## src/rtl/load_store_unit.sv

```systemverilog
// MEM-stage load/store unit: drives a req/gnt/rvalid data bus, aligns store data, extracts load lanes.
// Optional macro LSU_MISALIGN_TRAP_EN: trap misaligned half/word accesses instead of issuing them.
module load_store_unit #(
  parameter logic [31:0] IDLE_RDATA = 32'h0000_0000
) (
  input  logic        clk,
  input  logic        reset,
  input  logic [31:0] mem_addr_mem,
  input  logic [31:0] mem_wdata_mem,
  input  logic [2:0]  mem_op_mem,
  input  logic        mem_write_mem,
  input  logic        mem_to_reg_mem,
  input  logic        pipe_adv,
  output logic [31:0] mem_rdata_mem,
  output logic        lsu_stall,
  output logic        lsu_misaligned,
  output logic        lsu_bus_err,
  output logic        bus_req,
  output logic        bus_we,
  output logic [31:0] bus_addr,
  output logic [31:0] bus_wdata,
  output logic [3:0]  bus_be,
  input  logic        bus_gnt,
  input  logic        bus_rvalid,
  input  logic        bus_err,
  input  logic [31:0] bus_rdata
);

  typedef enum logic [1:0] {S_IDLE, S_REQ, S_RSP, S_DONE} state_t;

  state_t      state_q;
  logic [31:0] rdata_q;
  logic        berr_q;
  logic [31:0] bus_addr_q;
  logic [31:0] bus_wdata_q;
  logic [3:0]  bus_be_q;
  logic        bus_we_q;
  logic [2:0]  op_q;
  logic [1:0]  lane_q;

  logic        in_idle;
  logic        access;
  logic        misaligned;
  logic        issue;
  logic        trap;
  logic [31:0] addr_fmt;
  logic [31:0] wdata_fmt;
  logic [3:0]  be_fmt;

  function automatic logic [3:0] byte_enables(input logic [2:0] op, input logic [1:0] a);
    case (op[1:0])
      2'b00:   return 4'b0001 << a;
      2'b01:   return 4'b0011 << {a[1], 1'b0};
      default: return 4'b1111;
    endcase
  endfunction

  function automatic logic [31:0] store_data(input logic [2:0] op, input logic [31:0] wd);
    case (op[1:0])
      2'b00:   return {4{wd[7:0]}};
      2'b01:   return {2{wd[15:0]}};
      default: return wd;
    endcase
  endfunction

  // Byte lane uses both address bits; the half lane only looks at addr[1].
  function automatic logic [31:0] load_data(input logic [2:0] op, input logic [1:0] lane,
                                            input logic [31:0] rd);
    logic signed [7:0]  b;
    logic signed [15:0] h;
    logic signed [31:0] bx;
    logic signed [31:0] hx;
    b  = rd[{lane, 3'b000} +: 8];
    h  = lane[1] ? rd[31:16] : rd[15:0];
    bx = b;
    hx = h;
    case (op[1:0])
      2'b00:   return op[2] ? {24'h0, b} : bx;
      2'b01:   return op[2] ? {16'h0, h} : hx;
      default: return rd;
    endcase
  endfunction

`ifdef LSU_MISALIGN_TRAP_EN
  logic misal_q;
  assign misaligned = ((mem_op_mem[1:0] == 2'b01) && mem_addr_mem[0]) ||
                      (mem_op_mem[1] && (mem_addr_mem[1:0] != 2'b00));
  assign lsu_misaligned = misal_q;
`else
  assign misaligned     = 1'b0;
  assign lsu_misaligned = 1'b0;
`endif

  assign in_idle   = (state_q == S_IDLE);
  assign access    = mem_write_mem | mem_to_reg_mem;
  assign issue     = in_idle && access && !misaligned && !reset;
  assign trap      = in_idle && access && misaligned && !reset;
  assign addr_fmt  = {mem_addr_mem[31:2], 2'b00};
  assign wdata_fmt = store_data(mem_op_mem, mem_wdata_mem);
  assign be_fmt    = byte_enables(mem_op_mem, mem_addr_mem[1:0]);

  // Issue cycle drives the live MEM fields; afterwards the latched copy keeps the bus stable.
  assign bus_req       = issue || (state_q == S_REQ);
  assign bus_we        = in_idle ? mem_write_mem : bus_we_q;
  assign bus_addr      = in_idle ? addr_fmt      : bus_addr_q;
  assign bus_wdata     = in_idle ? wdata_fmt     : bus_wdata_q;
  assign bus_be        = in_idle ? be_fmt        : bus_be_q;
  assign lsu_stall     = issue || (state_q == S_REQ) || (state_q == S_RSP);
  assign mem_rdata_mem = rdata_q;
  assign lsu_bus_err   = berr_q;

  always_ff @(posedge clk or posedge reset) begin
    if (reset) begin
      state_q <= S_IDLE;
      rdata_q <= IDLE_RDATA;
      berr_q  <= 1'b0;
`ifdef LSU_MISALIGN_TRAP_EN
      misal_q <= 1'b0;
`endif
    end else begin
      berr_q  <= 1'b0;
`ifdef LSU_MISALIGN_TRAP_EN
      misal_q <= 1'b0;
`endif
      case (state_q)
        S_IDLE: begin
          if (issue) begin
            state_q <= bus_gnt ? S_RSP : S_REQ;
          end else if (trap) begin
            state_q <= S_DONE;
`ifdef LSU_MISALIGN_TRAP_EN
            misal_q <= 1'b1;
`endif
          end
        end
        S_REQ: begin
          if (bus_gnt) state_q <= S_RSP;
        end
        S_RSP: begin
          if (bus_rvalid) begin
            state_q <= S_DONE;
            berr_q  <= bus_err;
            if (!bus_we_q) rdata_q <= bus_err ? 32'h0 : load_data(op_q, lane_q, bus_rdata);
          end
        end
        S_DONE: begin
          if (pipe_adv) state_q <= S_IDLE;
        end
        default: state_q <= S_IDLE;
      endcase
    end
  end

  always_ff @(posedge clk) begin
    if (issue) begin
      bus_addr_q  <= addr_fmt;
      bus_wdata_q <= wdata_fmt;
      bus_be_q    <= be_fmt;
      bus_we_q    <= mem_write_mem;
      op_q        <= mem_op_mem;
      lane_q      <= mem_addr_mem[1:0];
    end
  end

endmodule

```

## config.mk

```make
export PLATFORM = sky130hd
export DESIGN_NAME = load_store_unit
export DESIGN_NICKNAME = d
export VERILOG_FILES = /design/src/rtl/load_store_unit.sv
export SDC_FILE = /design/constraint.sdc
export NUM_CORES = 1
export LEC_CHECK = 0
export CORE_UTILIZATION = 47
export DETAILED_ROUTE_END_ITERATION = 8
export PLACE_DENSITY_LB_ADDON = 0.3
export SYNTH_ARGS = -nofsm -noshare
export SYNTH_HDL_FRONTEND = slang
export SYNTH_SLANG_ARGS = --single-unit
```

## constraint.sdc

```tcl
create_clock -name clk -period 10 [get_ports clk]
set_clock_uncertainty 0.2 [all_clocks]
set_input_delay 1 -clock clk [delete_from_list [all_inputs] [get_ports clk]]
set_output_delay 1 -clock clk [all_outputs]
set_load 0.1 [all_outputs]
```

; Yosys cells after proc, flatten, opt, wreduce, memory -nomap -nowiden
; Index checks and enable logic that the tools add are counted.
[word_totals]
elab_cells = 52
out_inout_bits = 105
in_bits = 107
ff_bits = 107
[classes]
bitwise = 2
reduce_logical = 10
shifts = 3
n_eq_ne = 9
n_mux = 19
[ops]
columns = operator, n
row1 = two-way mux 32 bit, 5
row2 = one-hot mux 32 bit (2 select lines), 2
row3 = variable part select 32 x 6 -> 8 bit, 1
row4 = two-way mux 16 bit, 1
row5 = two-way mux 2 bit, 5
row6 = one-hot mux 2 bit (4 select lines), 1
row7 = one-hot mux 4 bit (2 select lines), 1
row8 = == test 2 x 1 -> 1 bit (second input constant), 3
row9 = zero test 2 bit, 3
row10 = != test 2 bit (second input constant), 3
row11 = == test 2 bit (second input constant), 2
row12 = two-way mux 4 bit, 1
row13 = AND reduction 4 bit, 1
row14 = left shift 1 x 2 -> 4 bit (first input constant), 1
row15 = left shift 2 x 2 -> 4 bit (first input constant), 1
row16 = two-way mux 1 bit, 3
row17 = AND reduction 3 bit, 1
row18 = logical AND 1 bit, 2
row19 = logical OR 1 bit, 2
row20 = != test 2 x 1 -> 1 bit (second input constant), 1
row21 = zero test 1 bit, 1
row22 = inverter 1 bit, 1
row23 = OR 1 bit, 1

; Depth between registers and ports, before layout
[logic_depth]
depth_word = 5
depth_mapped = 8
depth_no_buf = 6

; Worst setup path after synthesis
; OpenSTA, ideal clock, no wires.
[synth_timing]
path_kind = in2out
start = input port reset
end = output port lsu_stall
n_path_buf = 0
path_stages = 4
t_required_ns = 8.800
arrival_time_ns = 5.215
setup_slack_ns = 3.585
cell_sequence = inv_1 > o21ai_0 > o21ai_0 > nand2b_1
[synth_between]
elab_chain_cells = 4
[synth_rtl]
columns = element, line
row1 = start: declaration, 7  ; input logic reset,
row2 = zero test 1 bit (no source line), n/a
row3 = logical AND 1 bit, 96  ; assign issue = in_idle && access && !misaligned && !reset;
row4 = logical OR 1 bit, n/a
row5 = named net bus_req, 18  ; output logic bus_req,
row6 = logical OR 1 bit, 108  ; assign lsu_stall = issue || (state_q == S_REQ) || (state_q == S_RSP);
row7 = end: declaration, 15  ; output logic lsu_stall,
; The timed path passes the listed nets, and every way through them passes these cells.

; Final worst setup path
[layout_timing]
start = input port mem_op_mem[0]
end = output port bus_wdata[13]
[layout_between]
elab_chain_cells = 3
elab_cells_between_ends = 4
classes_between = 1 x eq/ne / 2 x mux / 1 x reduce/logical
[layout_rtl]
columns = element, line
row1 = start: declaration, 10  ; input logic [2:0] mem_op_mem,
row2 = == test 2 x 1 -> 1 bit or zero test 2 bit (tied branches), 59  ; case (op[1:0])
row3 = one-hot mux 32 bit (2 select lines) *, 59
row4 = named net wdata_fmt[13], 47  ; logic [31:0] wdata_fmt;
row5 = two-way mux 32 bit *, 106  ; assign bus_wdata = in_idle ? wdata_fmt : bus_wdata_q;
row6 = end: declaration, 21  ; output logic [31:0] bus_wdata,
; The timed path passes the listed nets; every way through them passes the cells marked *.

==> impl_metrics.json <==
{
  "end_kind": "primary output",
  "timing.setup.tns_ns": 0,
  "layout-drive-gt1-share_pct": 17.6,
  "drv_cap": 0,
  "synth_top_area_cell": "edfxtp_1",
  "hold_viol_final": 0,
  "drt-total-wl_um": 14900,
  "ys_ff_latch": 107,
  "cts-root-buf": "clkbuf_16",
  "syn_to_final_growth_pct": 44.9,
  "arrival_ns": 4.13,
  "core_area_um2": 11000,
  "tightest_slew_ns": 1.06,
  "cts_repair_resize_count": 0,
  "die_width_um": 109,
  "wl_per_cell_um": 19.8,
  "post-cts-setup-buffers": 0,
  "criticalPathCategory": "in2out",
  "antenna_cells": 0,
  "cts_made_buffers": 9,
  "slew_headroom_pct": 29.4,
  "seqCellArea_um2": 3040,
  "met3_usage_pct": 6.75,
  "reg2reg_depth": 6,
  "multi_input_area_um2": 2180,
  "clkTransAtPathRegs_ns": 0.07,
  "synth.avg_cell_area_um2": 13.0,
  "synth.distinct_cells": 41,
  "slew_viol_final": 0,
  "worstHoldStart": "mem_rdata_mem[5]$_DFFE_PP0P_",
  "avgViaCountPerCell": 5.71,
  "met2_usage_pct": 42.5,
  "dpl.hpwl_um": 10700,
  "rr_endpoint": "bus_addr_q[11]$_DFFE_PP_",
  "max_freq_ghz": 0.188,
  "start_kind": "input port",
  "io_buffer_count": 208,
  "synth-edff-count": 72,
  "reg2reg_from": "state_q[0]$_DFFE_PP0P_",
  "postCtsHoldBufs": 0,
  "cts_max_path_buffers": 2,
  "outcome": "complete, no violations",
  "nNetsFinal": 720,
  "ys_seq_area_share_pct": 56.5,
  "num_rows": 38,
  "startpoint": "mem_op_mem[0]",
  "fin_crit_sh_pct": 53.3,
  "rsz0062_at_grt": "no",
  "cp-endpoint": "bus_wdata[13]",
  "synth.yosys.warnings": 0,
  "h-tree-depth": 3,
  "grt_pass1_wl_um": 23000,
  "clock_latency_ns": 0.34,
  "antenna_found_initial": 0,
  "drc_errors": 0,
  "grt_max_degree": 70,
  "setup-violations-final": 0,
  "reg2reg_slack_ns": 6.18,
  "ant_nets": 0,
  "netlist_top_cells_count": "mux2_2, edfxtp_1, dfrtp_1, nor2_1, nand2_1",
  "die-area_um2": 11900,
  "async_reset_ff_share_pct": 32.7,
  "grt_usage_pct": 25.8,
  "synth_area_leaders": "edfxtp_1, mux2_2, dfrtp_1",
  "met1_usage_pct": 32.1,
  "cts_sinks": 107,
  "synth.most_common_cell": "mux2_2",
  "hold-worst-slack_ns": 0.281,
  "critical_path.max_fanout": 12,
  "dr.pass1.iters": 4,
  "synth.top_cell.area_share_pct": 40.2,
  "ys.flop_type": "edfxtp_1",
  "finalCriticalPeriod_ns": 5.33,
  "grt_pass1_vias": 4351,
  "fin_util_pct": 70.9,
  "syn_inst": 414,
  "critPathRequiredTime_ns": 8.80,
  "drtIter0Drc": 203,
  "initial_utilization_pct": 49.0,
  "place_congestion": 0.871,
  "hp-class": "reg2reg",
  "ios": 212,
  "die_y_um": 109,
  "vias": 4298,
  "nFillCells": 783,
  "syn_area_um2": 5380,
  "grt-busiest-layer": "met2",
  "cts_tree": "built",
  "grt-ovfl-total": 0
}
==> worst max-delay path, stage by stage <==
cell	delay, ns
clkdlybuf4s50_1	0.74
nor2_1	0.69
mux2_2	0.43
mux2_2	0.28
clkdlybuf4s50_1	0.98
==> per-stage QoR <==
step                      setup WS [ns]  instance area (µm²)  cells
final                              4.67                 7790    753
after global routing               4.53                 7790    753
after CTS                          4.64                 7790    753
after detailed placement           4.67                 7540    737
after global placement             4.77                 7540    737
after floorplan                    3.59                 5380    416
==> per-layer routing <==
layer	vias to the layer above	routed length, µm
met5	-	0
met4	0	327
met3	24	1550
met2	238	7230
met1	2097	5790
li1	1939	-
==> flip-flops by register name, indices dropped and copies added (netlist names) <==
signal and count:
bus_be_q 4, bus_we_q 1, state_q 2, lsu_bus_err 1
bus_addr_q 30, bus_wdata_q 32, lane_q 2, op_q 3
mem_rdata_mem 32
==> cells in the final DEF, fill, tap and decap left out, types with 3 or more instances in the layout <==
master,count
inv_1,8
a221oi_1,9
nor2b_1,3
nor2_1,25
dfrtp_1,35
clkbuf_1,3
buf_4,4
clkinv_1,3
ha_1,4
mux2i_1,11
clkdlybuf4s50_1,208
conb_1,3
nand2_1,25
a21oi_1,9
clkbuf_16,9
a32o_1,8
edfxtp_1,72
o21ai_0,19
a221o_1,16
nand3_1,7
mux2_2,83
nand3b_1,8
nand2b_1,16
==> layout make-up <==
class,count,area share [%]
Sequential cell,107,39.0
Multi-Input combinational cell,269,27.9
Timing Repair Buffer,212,27.1
Clock buffer,12,3.04
Tap cell,140,2.25
Inverter,9,0.434
Clock inverter,4,0.225
==> kinds of logic (layout without fill, tap and decap cells) <==
logic type	after synthesis	in the layout	synth area share, %
flops	107	107	56.5
mux	95	95	19.7
simple gates	94	94	8.80
compound gates	72	72	10.4
buf+inv	40	237	3.33
fa+ha+maj	5	5	1.16
other cells	1	3	0.0697
==> worst min-delay path by stage <==
stage                                                to  slack, ns  cells after the start
after detailed placement   mem_rdata_mem[5]$_DFFE_PP0P_       0.27                      2
after global routing      mem_rdata_mem[15]$_DFFE_PP0P_       0.31                      1
final                      mem_rdata_mem[5]$_DFFE_PP0P_       0.28                      2
after floorplan                  state_q[1]$_DFFE_PP0P_       0.38                      2
after CTS                  mem_rdata_mem[5]$_DFFE_PP0P_       0.29                      2
after global placement     mem_rdata_mem[0]$_DFFE_PP0P_       0.26                      2
Power is left out: the tool's default activity adds up to more than one toggle a clock period on the data nets, which glitch-free logic cannot reach.
